$ cat src/rtl/sid_decim_pkg.sv
// Shared constants and helpers for the SID PDM-to-PCM decimator.
package sid_decim_pkg;

  localparam int CIC_ORDER    = 3;
  localparam int WARMUP_TICKS = 3;
  localparam int DC_SHIFT     = 8;

  // Every CIC stage can grow the magnitude by log2(DECIM) bits.
  function automatic int acc_width(input int decim);
    return 1 + CIC_ORDER * $clog2(decim);
  endfunction

  function automatic int out_max(input int w);
    return (1 << (w - 1)) - 1;
  endfunction

  function automatic int out_min(input int w);
    return -(1 << (w - 1));
  endfunction

  function automatic int sat_signed(input int v, input int w);
    if (v > out_max(w)) return out_max(w);
    if (v < out_min(w)) return out_min(w);
    return v;
  endfunction

endpackage

$ cat src/rtl/sid_dc_blocker.sv
// One-pole DC-removal high-pass, one sample in / one sample out, saturating to OUT_W.
module sid_dc_blocker
  import sid_decim_pkg::*;
#(
  parameter int OUT_W = 16
) (
  input  logic             clk,
  input  logic             rst_n,
  input  logic             in_valid_i,
  input  logic [OUT_W-1:0] in_data_i,
  output logic             out_valid_o,
  output logic [OUT_W-1:0] out_data_o
);

  localparam int IW = OUT_W + 2;
  localparam logic signed [IW-1:0] Y_MAX = IW'(out_max(OUT_W));
  localparam logic signed [IW-1:0] Y_MIN = IW'(out_min(OUT_W));

  logic signed [IW-1:0] x_prev_q, y_prev_q, x_ext, y_w;
  logic [OUT_W-1:0]     y_sat, out_data_q;
  logic                 out_valid_q;

  always_comb begin
    x_ext = $signed({{2{in_data_i[OUT_W-1]}}, in_data_i});
    y_w   = x_ext - x_prev_q + y_prev_q - (y_prev_q >>> DC_SHIFT);
    y_sat = y_w[OUT_W-1:0];
    if (y_w > Y_MAX)      y_sat = Y_MAX[OUT_W-1:0];
    else if (y_w < Y_MIN) y_sat = Y_MIN[OUT_W-1:0];
  end

  always_ff @(posedge clk) begin
    if (!rst_n) begin
      x_prev_q    <= '0;
      y_prev_q    <= '0;
      out_data_q  <= '0;
      out_valid_q <= 1'b0;
    end else begin
      out_valid_q <= in_valid_i;
      if (in_valid_i) begin
        x_prev_q   <= x_ext;
        y_prev_q   <= $signed({{2{y_sat[OUT_W-1]}}, y_sat});
        out_data_q <= y_sat;
      end
    end
  end

  assign out_valid_o = out_valid_q;
  assign out_data_o  = out_data_q;

endmodule

$ cat src/rtl/sid_pdm_decimator.sv
// 3rd-order CIC PDM-to-PCM decimator with valid/ready output.
// Optional DC-removal stage enabled by defining SID_DECIM_DC_BLOCK_EN.
module sid_pdm_decimator
  import sid_decim_pkg::*;
#(
  parameter int DECIM = 256,
  parameter int OUT_W = 16
) (
  input  logic             clk,
  input  logic             rst_n,
  input  logic             pdm_in,
  input  logic             pdm_en,
  output logic [OUT_W-1:0] pcm_data,
  output logic             pcm_valid,
  input  logic             pcm_ready,
  output logic             overrun
);

  localparam int ACC_W = acc_width(DECIM);
  localparam int CNT_W = $clog2(DECIM);
  localparam logic [ACC_W-1:0] R_MAX = {1'b0, {(ACC_W-1){1'b1}}};

  logic [ACC_W-1:0]     integ_q [CIC_ORDER];
  logic [ACC_W-1:0]     comb_q  [CIC_ORDER];
  logic [ACC_W-1:0]     hist_q  [CIC_ORDER];
  logic [CIC_ORDER-1:0] step_q, live_q;
  logic [CNT_W-1:0]     cnt_q;
  logic [1:0]           warm_q;
  logic                 tick, warm_done;
  logic [OUT_W-1:0]     scaled_w, scaled_q, fin_q, smp;
  logic                 scaled_v_q, fin_v_q, smp_v;
  logic [OUT_W-1:0]     data_q;
  logic                 valid_q, ovr_q;

  assign tick      = pdm_en && (cnt_q == CNT_W'(DECIM - 1));
  assign warm_done = (warm_q == 2'(WARMUP_TICKS));

  always_ff @(posedge clk) begin
    if (!rst_n) begin
      for (int i = 0; i < CIC_ORDER; i++) integ_q[i] <= '0;
      cnt_q  <= '0;
      warm_q <= '0;
    end else if (pdm_en) begin
      integ_q[0] <= integ_q[0] + ACC_W'(pdm_in);
      for (int i = 1; i < CIC_ORDER; i++) integ_q[i] <= integ_q[i] + integ_q[i-1];
      cnt_q <= cnt_q + CNT_W'(1);
      if (tick && !warm_done) warm_q <= warm_q + 2'd1;
    end
  end

  // step_q walks every tick through the combs so history stays primed during
  // warm-up; live_q marks only the ticks that will reach the output.
  always_ff @(posedge clk) begin
    if (!rst_n) begin
      for (int i = 0; i < CIC_ORDER; i++) begin
        comb_q[i] <= '0;
        hist_q[i] <= '0;
      end
      step_q     <= '0;
      live_q     <= '0;
      scaled_q   <= '0;
      scaled_v_q <= 1'b0;
      fin_q      <= '0;
      fin_v_q    <= 1'b0;
    end else begin
      step_q[0] <= tick;
      live_q[0] <= tick && warm_done;
      if (tick) begin
        comb_q[0] <= integ_q[CIC_ORDER-1] - hist_q[0];
        hist_q[0] <= integ_q[CIC_ORDER-1];
      end
      for (int i = 1; i < CIC_ORDER; i++) begin
        step_q[i] <= step_q[i-1];
        live_q[i] <= live_q[i-1];
        if (step_q[i-1]) begin
          comb_q[i] <= comb_q[i-1] - hist_q[i];
          hist_q[i] <= comb_q[i-1];
        end
      end
      scaled_v_q <= live_q[CIC_ORDER-1];
      if (step_q[CIC_ORDER-1]) scaled_q <= scaled_w;
      fin_v_q <= scaled_v_q;
      fin_q   <= {~scaled_q[OUT_W-1], scaled_q[OUT_W-2:0]};
    end
  end

  // Full scale (DECIM^3) is the only value with the top bit set; clamp it.
  if (OUT_W <= ACC_W - 1) begin : g_slice
    assign scaled_w = (comb_q[CIC_ORDER-1] > R_MAX) ? '1
                    : comb_q[CIC_ORDER-1][ACC_W-2 -: OUT_W];
  end else begin : g_pad
    assign scaled_w = (comb_q[CIC_ORDER-1] > R_MAX) ? '1
                    : {comb_q[CIC_ORDER-1][ACC_W-2:0], {(OUT_W-ACC_W+1){1'b0}}};
  end

`ifdef SID_DECIM_DC_BLOCK_EN
  sid_dc_blocker #(.OUT_W(OUT_W)) u_dc_blocker (
    .clk        (clk),
    .rst_n      (rst_n),
    .in_valid_i (fin_v_q),
    .in_data_i  (fin_q),
    .out_valid_o(smp_v),
    .out_data_o (smp)
  );
`else
  assign smp_v = fin_v_q;
  assign smp   = fin_q;
`endif

  always_ff @(posedge clk) begin
    if (!rst_n) begin
      data_q  <= '0;
      valid_q <= 1'b0;
      ovr_q   <= 1'b0;
    end else begin
      ovr_q <= 1'b0;
      if (smp_v) begin
        if (!valid_q || pcm_ready) begin
          data_q  <= smp;
          valid_q <= 1'b1;
        end else begin
          ovr_q <= 1'b1;
        end
      end else if (valid_q && pcm_ready) begin
        valid_q <= 1'b0;
      end
    end
  end

  assign pcm_data  = data_q;
  assign pcm_valid = valid_q;
  assign overrun   = ovr_q;

endmodule

$ cat config.mk
export PLATFORM = sky130hd
export DESIGN_NAME = sid_pdm_decimator
export DESIGN_NICKNAME = d
export VERILOG_FILES = /design/src/rtl/sid_decim_pkg.sv /design/src/rtl/sid_dc_blocker.sv /design/src/rtl/sid_pdm_decimator.sv
export SDC_FILE = /design/constraint.sdc
export NUM_CORES = 1
export LEC_CHECK = 0
export ABC_AREA = 0
export BUFFER_PORTS_ARGS = -buffer_cell sky130_fd_sc_hd__buf_4
export CORE_MARGIN = 2
export CORE_UTILIZATION = 65
export CTS_BUF_LIST = sky130_fd_sc_hd__clkbuf_8 sky130_fd_sc_hd__clkbuf_16
export CTS_CLUSTER_SIZE = 16
export DETAILED_ROUTE_END_ITERATION = 8
export HOLD_SLACK_MARGIN = 0.02
export PLACE_DENSITY_LB_ADDON = 0.1
export SLEW_MARGIN = 20
export SYNTH_ARGS = -nofsm -noshare
export SYNTH_HDL_FRONTEND = slang
export SYNTH_HIERARCHICAL = 1
export SYNTH_SLANG_ARGS = --single-unit
$ cat constraint.sdc
create_clock -name clk -period 5.3 [get_ports clk]
set_clock_uncertainty 0.2 [all_clocks]
set_input_delay 0.53 -clock clk [delete_from_list [all_inputs] [get_ports clk]]
set_output_delay 0.53 -clock clk [all_outputs]
set_load 0.02 [all_outputs]
==> results of run 1 <==
[power groups by stage]
stage,sequential [mW],combinational (mW),clock [mW]
2_1_floorplan,2.62,0.757,0
3_3_place_gp,2.65,0.920,0
3_5_place_dp,2.65,0.940,0
4_1_cts,2.61,0.948,2.15
5_1_grt,2.62,1.06,2.23
6_report,2.61,0.958,2.11
[cells in the mapped netlist, types with 19 or more instances]
master    count  area [um2]
o21a_1       22         165
nor2b_1      19         119
nand3_1      31         155
nand2b_1     21         131
xor2_1       67         587
nand2_1     104         390
a21oi_1      97         485
and2_1      108         676
o21ai_0      54         270
xnor2_1      49         429
dfxtp_1      68        1360
nor2_1      164         616
edfxtp_1    217        6520
clkbuf_1     53         199
inv_1        99         372
ha_1        124        1550
a21o_1       64         480
and3_1       26         163
nand4_1      22         138
[cells by family after synthesis]
kind of cell,count (synthesis),synth area share (%)
AO/OA/AOI/OAI,391,15.8
XOR/XNOR,116,6.13
adder cells (fa/ha/maj),129,9.96
buffers and inverters,157,3.55
flip-flops,285,47.5
multiplexers,7,0.422
AND/OR/NAND/NOR,550,16.6
[final cells by class]
type,instances,area [um2]
Clock buffer,36,867
Clock inverter,22,151
Fill cell,1883,7050
Inverter,99,372
Multi-Input combinational cell,1193,8160
Sequential cell,285,7880
Tap cell,330,413
Timing Repair Buffer,29,218
[cells in the final DEF (no fill, tap or decap), drive strengths merged, types with 17 or more instances in the layout]
| cell | count |
|---|---|
| nor3 | 17 |
| o21a | 22 |
| dfxtp | 68 |
| and3 | 26 |
| xor2 | 67 |
| buf | 29 |
| nand3 | 31 |
| nor2b | 20 |
| a211oi | 18 |
| edfxtp | 217 |
| and2 | 109 |
| xnor2 | 49 |
| o21ai | 72 |
| clkbuf | 36 |
| a21o | 64 |
| a21boi | 23 |
| nand4 | 22 |
| ha | 124 |
| nor2 | 164 |
| nand2 | 104 |
| inv | 104 |
| a21oi | 97 |
| nand2b | 21 |
[routing by layer]
layer | GRT usage [%] | vias up
met5 | 0 | -
met4 | 8.25 | 0
met3 | 3.11 | 74
met2 | 48.3 | 194
met1 | 29.1 | 5580
li1 | - | 5886
[worst max-delay path by stage]
stage | from | endpoint | slack, ns | cells after the start
floorplan | pdm_en | integ_q[0][0]$_SDFFCE_PN0P_ | 1.78 | 3
global placement | integ_q[0][25]$_SDFFCE_PN0P_ | integ_q[0][74]$_SDFFCE_PN0P_ | 1.98 | 10
detailed placement | integ_q[0][25]$_SDFFCE_PN0P_ | integ_q[0][74]$_SDFFCE_PN0P_ | 1.92 | 10
CTS | integ_q[0][25]$_SDFFCE_PN0P_ | integ_q[0][74]$_SDFFCE_PN0P_ | 1.90 | 10
global route | integ_q[0][25]$_SDFFCE_PN0P_ | integ_q[0][74]$_SDFFCE_PN0P_ | 1.71 | 10
finish | integ_q[0][25]$_SDFFCE_PN0P_ | integ_q[0][64]$_SDFFCE_PN0P_ | 1.89 | 10
[flip-flops by register name, indices dropped and copies added (netlist names)]
register    flops
integ_q        75
overrun         1
scaled_v_q      1
fin_v_q         1
pcm_data       16
pcm_valid       1
fin_q          16
comb_q         67
step_q          3
warm_q          2
hist_q         75
live_q          3
scaled_q       16
cnt_q           8
[worst max-delay path: stages (launching register included)]
cell and delay [ns]:
edfxtp_1 0.40, ha_1 0.27, fa_1 0.44, a211o_1 0.34, a21oi_1 0.22, o21ai_0 0.14
a21oi_1 0.38, nand2b_1 0.14, o32ai_1 0.36, xor2_1 0.20, nor2_1 0.06
==> impl_metrics.ini, run 1 <==
[synthesis]
syn_area_mm2 = 0.0166
avgSynthCellArea_um2 = 10.1
syn_inst = 1635
synth_nets = 1769
synth_cell_types = 66
synth_edf_count = 217
ys_seq_area_share_pct = 47.5
async_reset_ff_share_pct = 0
synth-seq-cells = 285
synth_top_flop_cell = edfxtp_1
yosys_warnings = 6

[detailed_routing]
drc = 0
drt-met1-wl_mm = 13.7
wl_per_cell_um = 16.7
vias = 11700
dr_wl_met2_mm = 17.5
drtIter0Drc = 789
highest_layer = met4
route.met3.wl_um = 969
antenna_left = 0
vias_per_cell = 5.88
drt-pass1-iter-count = 5
wl_mm = 33.2

[floorplanning]
core_mm2 = 0.0251
rows = 58
dieArea_mm2 = 0.0268
start_util_pct = 66.1
die_h_um = 164
ios = 23
fp.dieW_um = 164

[placement]
dp_slack_ns = 1.92
dpl_cell_area_mm2 = 0.0170
gp_congestion = 0.903
hpwl_mm = 23.8
dp.cells = 1936
numPortBuffers = 22

[hold_path]
hp-class = primary input to flop
hold_start = pcm_ready
holdPathStages = 3
holdPathEnd = overrun$_SDFF_PN0_

[critical_path]
critPathKind = flop to flop
r2r_cells = 10
crit-reg2reg-launch = integ_q[0][25]$_SDFFCE_PN0P_
worst_setup_path_start_kind = flop
r2r_setup_slack_ns = 1.89
path_max_fanout = 3
cp-end-kind = flop
crit_required_ns = 5.42
r2r_end = integ_q[0][64]$_SDFFCE_PN0P_
worstPathArrival_ns = 3.52

[clocking]
root_buffer = clkbuf_16
path_clk_slew_ns = 0.06
cts_resized = 0
hold_buffers = 0
worstSkewPairLatency_ns = 0.57
cts_num_sinks = 285
cts_made_buffers = 31
cts_tree = done
cts_buffer_depth = 3
cts.htree.levels = 1
cts_setup_buffers = 0

[final_layout]
fin_cells = 1994
final_area_mm2 = 0.0181
area_growth_pct = 8.89
post-route-util_pct = 71.9
antenna_cells = 0
nets = 1773
drive_gt1_share_pct = 7.03

[sta]
setup_violations = 0
postLayoutSetupSlackWorst_ns = 1.89
min_period_over_period_pct = 64.3
timing.hold.ws_ns = 0.136
rsz0062_at_grt = no
finalSetupTns_ns = 0
slew_headroom_pct = 29.2
timing_max_transition_violations_final = 0
max_slew.worst_pin.slew_ns = 1.06
fmax_mhz = 293
hold_violations = 0
fin_crit_ns = 3.41

[pwr]
p_leak_nw = 7.60
switching_power_mw = 1.54
power_density_mw_per_mm2 = 314
pwr-share-comb_pct = 16.9
power_frac_clock_pct = 37.2
finalPower_mw = 5.67
pwr-share-seq_pct = 45.9
p_int_mw = 4.13
sw_frac_of_total_pct = 27.2
worst_ir_drop_vdd_uv = 254

[global_route]
grt_overflow = 0
antenna_found_initial = 0
grt_max_degree = 84
grt_pass1_vias = 11700
grt_pass1_wl_mm = 55.7
grt_usage_pct = 25.2

[flow_run]
maxCapViolations = 0

[status]
status = finished clean
Note: power is estimated with default switching activity, not from simulation.
==> run 2: changes to the inputs <==
CORE_UTILIZATION = 58   (was 65)
clock period = 2.9 ns   (was 5.3 ns; I/O delays follow)
==> run 2 against run 1 <==
  * The flow now finishes with violations (setup timing)
  * Clock power grew 110%
  * Wire length grew 1.2%
  * Combinational power grew 100%
  * Utilization shrank 3.1 points
  * Design area grew 6.4%
  * First-iteration DRC count shrank 4.9%
  * Largest cell class unchanged
==> impl_metrics.ini, run 2 (synthesis gave the netlist of run 1 again) <==
[status]
status = finished with violations
violations = setup timing

[floorplanning]
ios = 23
rows = 61
core_mm2 = 0.0279
dieArea_mm2 = 0.0300
fp.dieW_um = 173
die_h_um = 173
start_util_pct = 59.4

[pwr]
pwr-share-comb_pct = 17.7
worst_ir_drop_vdd_uv = 635
sw_frac_of_total_pct = 26.6
power_frac_clock_pct = 39.4
p_int_mw = 8.13
pwr-share-seq_pct = 43.0
finalPower_mw = 11.1
p_leak_nw = 8.12
switching_power_mw = 2.94
power_density_mw_per_mm2 = 576

[detailed_routing]
drt-pass1-iter-count = 5
vias = 12100
wl_mm = 33.6
vias_per_cell = 5.70
drc = 0
antenna_left = 0
wl_per_cell_um = 15.8
drtIter0Drc = 750

[sta]
fmax_mhz = 338
slew_headroom_pct = 60.0
postLayoutSetupSlackWorst_ns = -0.0589
timing_max_transition_violations_final = 0
rsz0062_at_grt = yes
max_slew.worst_pin.slew_ns = 0.600
setup_violations = 4
hold_violations = 0
finalSetupTns_ns = -0.134
min_period_over_period_pct = 102
fin_crit_ns = 2.96

[critical_path]
crit_start = integ_q[0][50]$_SDFFCE_PN0P_
path_max_fanout = 4
crit_required_ns = 2.95
crit_slowest_cell = fa_2
worstPathArrival_ns = 3.00
critPathKind = flop to flop
worst_setup_path_start_kind = flop
cp_cell_sequence = ha_2, fa_2, a211o_1, a21oi_2, nor2b_2, o22a_1, a31o_4, a41oi_2, xor2_1, nor2_1
cp-end-kind = flop
crit-reg2reg-launch = integ_q[0][50]$_SDFFCE_PN0P_
critPathMaxStageDelay_ns = 0.40

[global_route]
grt_pass1_vias = 11900
grt_max_degree = 76
grt_pass1_wl_mm = 55.7
grt_usage_pct = 22.2
antenna_found_initial = 0
grt_overflow = 0

[final_layout]
fin_cells = 2128
area_growth_pct = 15.9
top_regs = hist_q: 75 flops, integ_q: 75 flops, comb_q: 67 flops
drive_gt1_share_pct = 14.3
post-route-util_pct = 68.8
final_cell_mix = edfxtp_1, nor2_1, ha_1
mostFrequentLayoutCell = edfxtp_1
nets = 1858
antenna_cells = 0

[hold_path]
hp-class = flop to flop
hold_start = scaled_q[15]$_SDFFE_PN0P_

[clocking]
root_buffer = clkbuf_16
cts_num_sinks = 285
cts_tree = done
cts_made_buffers = 34
worstSkewPairLatency_ns = 0.52
cts.htree.levels = 2
cts_buffer_depth = 3
path_clk_slew_ns = 0.06

[placement]
dp.cells = 2050
gp_congestion = 0.923
numPortBuffers = 22
hpwl_mm = 24.3

[flow_run]
maxCapViolations = 0
-- run 2: cell count changes in the layout (fill, tap and decap cells not counted), sizes merged --
cell         before  now
bufinv            1    3
clkinv           15   14
clkbuf           36   39
clkinvlp          1    0
buf              29  107
dlygate4sd3       0    4
inv             104  105
-- run 2: what timing repair did --
item                                    in CTS  in global routing
setup buffers                                6                  7
endpoints found under the setup margin      27                 42
gates resized for setup                     18                 45
pin swaps                                   16                 33
gates cloned                                 0                  0
hold buffers                                 4                  0
hold endpoints to repair                    15                  0
-- run 2: power groups by stage --
stage / combinational, mW / clock (mW) / sequential, mW
6_report: 1.95 / 4.36 / 4.76
5_1_grt: 2.17 / 4.63 / 4.78
4_1_cts: 1.88 / 4.46 / 4.76
3_5_place_dp: 1.83 / 0 / 4.84
3_3_place_gp: 1.80 / 0 / 4.83
2_1_floorplan: 1.38 / 0 / 4.78
-- run 2: cell type report --
class	instances	area, um2
tap	378	473
clock inverter	23	208
fill	2172	8720
timing repair buffer	111	881
inverter	99	372
multi-input combinational	1193	8440
clock buffer	39	965
sequential	285	7880
-- run 2: worst max-delay path: cells and delay by family (launching register included) --
kind / cells / cell delay, ns
AOI/OAI and AO/OA: 5 / 1.19
adders and majority gates: 2 / 0.62
DFF: 1 / 0.39
xor gates and xnor gates: 1 / 0.17
and+or+nand+nor: 2 / 0.13
-- run 2: worst paths after layout --
path | end | slack (ns) | cells past startpoint
worst min-delay path | fin_q[15]$_SDFF_PN0_ | 0.21 | 1
worst max register to register | integ_q[0][72]$_SDFFCE_PN0P_ | -0.06 | 10
worst max-delay path | integ_q[0][72]$_SDFFCE_PN0P_ | -0.06 | 10
worst min register to register | fin_q[15]$_SDFF_PN0_ | 0.21 | 1
-- run 2: per-layer routing --
| layer | global-route usage (%) | up-vias | wire (um) |
|---|---|---|---|
| met2 | 41.9 | 229 | 17600 |
| met5 | 0 | - | 0 |
| met3 | 2.95 | 98 | 1080 |
| li1 | - | 6050 | - |
| met4 | 10.5 | 0 | 1530 |
| met1 | 24.5 | 5743 | 13400 |
-- run 2: per-stage QoR --
step                hold WS (ns)  area, um2  worst slack [ns]
floorplan                  0.186      16600            0.0123
global placement           0.215      17600            -0.165
detailed placement         0.223      17600            -0.189
CTS                        0.222      19000           0.00254
global route               0.231      19200            -0.158
finish                     0.210      19200           -0.0589
==> run 3: changes to the inputs <==
--- a/config.mk
+++ b/config.mk
@@ -7,5 +7,5 @@
 export LEC_CHECK = 0
 export ABC_AREA = 0
-export BUFFER_PORTS_ARGS = -buffer_cell sky130_fd_sc_hd__buf_4
+export BUFFER_PORTS_ARGS = -buffer_cell sky130_fd_sc_hd__buf_2
 export CORE_MARGIN = 2
 export CORE_UTILIZATION = 58
==> constraint.sdc (replaced) <==
create_clock -name clk -period 2.9 [get_ports clk]
set_clock_uncertainty 0.2 [all_clocks]
set_input_delay 0.145 -clock clk [delete_from_list [all_inputs] [get_ports clk]]
set_output_delay 0.145 -clock clk [all_outputs]
set_load 0.02 [all_outputs]
==> run 3 against run 2 <==
  * Count of clock-buffer cells in the layout is the same
  * Die area did not move
  * Sequential share of layout area decreased by 0.075 points
  * Setup slack better by 0.072 ns
  * Wire length about the same
  * Critical endpoint is now integ_q[0][70]$_SDFFCE_PN0P_
  * The flow now finishes without violations
  * Via count is 1.3% lower
  * Cell count up 0.66%
  * Maximum frequency rose by 2.5%
==> impl_metrics.ini, run 3 (synthesis gave the netlist of run 1 again) <==
[status]
status = finished clean

[global_route]
grt_pass1_wl_mm = 55.7
grt_usage_pct = 22.2
antenna_found_initial = 0
grt_max_degree = 56
grt_overflow = 0
grt_pass1_vias = 12000

[detailed_routing]
vias_per_cell = 5.59
drt-met1-wl_mm = 13.4
drc = 0
dr_wl_met2_mm = 18.1
wl_mm = 33.6
wl_per_cell_um = 15.7
antenna_left = 0
vias = 12000
route.met3.wl_um = 867
highest_layer = met4
drtIter0Drc = 642
drt-pass1-iter-count = 5

[placement]
numPortBuffers = 22
dp.cells = 2067
hpwl_mm = 24.3
dpl_cell_area_mm2 = 0.0177
gp_congestion = 0.889

[clocking]
root_buffer = clkbuf_16
cts_made_buffers = 31
cts_buffer_depth = 3
path_clk_slew_ns = 0.06
worstSkewPairLatency_ns = 0.56
cts_num_sinks = 285
cts.htree.levels = 1
cts_tree = done

[final_layout]
antenna_cells = 0
area_growth_pct = 16.1
final_area_mm2 = 0.0193
post-route-util_pct = 68.9
drive_gt1_share_pct = 14.5
mostFrequentLayoutCell = edfxtp_1
nFillCells = 2164
fin_cells = 2142
nets = 1874
top_regs = hist_q: 75 flops, integ_q: 75 flops, comb_q: 67 flops
final_cell_mix = edfxtp_1, nor2_1, ha_1

[hold_path]
hp-class = flop to flop

[sta]
min_period_over_period_pct = 99.6
max_slew.worst_pin.slew_ns = 0.659
timing_max_transition_violations_final = 0
fmax_mhz = 346
setup_violations = 0
finalSetupTns_ns = 0
slew_headroom_pct = 56.1
fin_crit_ns = 2.89
hold_violations = 0
rsz0062_at_grt = yes

[critical_path]
cp-end-kind = flop
r2r_setup_slack_ns = 0.01
critPathKind = flop to flop
crit_required_ns = 3.01
worst_setup_path_start_kind = flop
worstPathArrival_ns = 3.00
path_max_fanout = 4

[floorplanning]
rows = 61
dieArea_mm2 = 0.0300
core_mm2 = 0.0279
fp.dieW_um = 173
start_util_pct = 59.4
ios = 23
die_h_um = 173

[pwr]
worst_ir_drop_vdd_uv = 443
finalPower_mw = 10.7
p_leak_nw = 8.15
power_density_mw_per_mm2 = 557

[flow_run]
maxCapViolations = 0
-- run 3: changes by cell type in the layout (fill, tap and decap cells not counted), sizes merged --
cell | previous run | this run
clkinv | 14 | 9
buf | 107 | 125
bufinv | 3 | 1
inv | 105 | 107
dlygate4sd3 | 4 | 5
-- run 3: per-stage QoR --
step           worst slack, ns  hold WS [ns]
5_1_grt                -0.0980         0.247
6_report                0.0127         0.234
3_3_place_gp            -0.140         0.215
3_5_place_dp            -0.214         0.220
4_1_cts                -0.0341         0.229
2_1_floorplan           0.0123         0.186
-- run 3: worst max-delay path: stages, from the launching register on --
cell and delay, ns:
edfxtp_1 0.41, ha_2 0.23, fa_2 0.35, a211o_1 0.31
a21oi_2 0.18, nor2b_1 0.08, o22a_1 0.23, a31o_4 0.27
a21boi_2 0.15, xor2_1 0.17, nor2_1 0.05
-- run 3: area by class of cell --
type                       count  area (um2)  area share [%]
inverter                      99         372            1.93
clock inverter                18         108           0.559
sequential                   285        7880            40.9
clock buffer                  39         942            4.89
tap                          378         473            2.46
timing repair buffer         130        1000            5.19
multi-input combinational   1193        8480            44.1
-- run 3: repair_timing --
item	in CTS	in global routing
gates resized for setup	24	41
pin swaps	15	33
hold buffers	5	0
setup buffers	2	12
hold endpoints to repair	23	0
setup endpoints to repair	24	38
-- run 3: report_power, final --
group	internal [mW]	switching, mW
registers	4.60	0.130
clock network	2.37	1.60
logic	0.903	1.12
total	7.87	2.85
-- run 3: routing by layer --
metal  up-vias  GRT usage, %
met5         -             0
met4         0          8.09
met3        88          2.59
met2       159          43.6
met1      5647          24.2
li1       6070             -
-- run 3: path summary, 6_finish.rpt --
| path | start | endpoint | cells past startpoint |
|---|---|---|---|
| min reg2reg | scaled_v_q$_SDFF_PN0_ | fin_v_q$_SDFF_PN0_ | 1 |
| max reg2reg | integ_q[0][50]$_SDFFCE_PN0P_ | integ_q[0][70]$_SDFFCE_PN0P_ | 10 |
| min | scaled_v_q$_SDFF_PN0_ | fin_v_q$_SDFF_PN0_ | 1 |
| max | integ_q[0][50]$_SDFFCE_PN0P_ | integ_q[0][70]$_SDFFCE_PN0P_ | 10 |
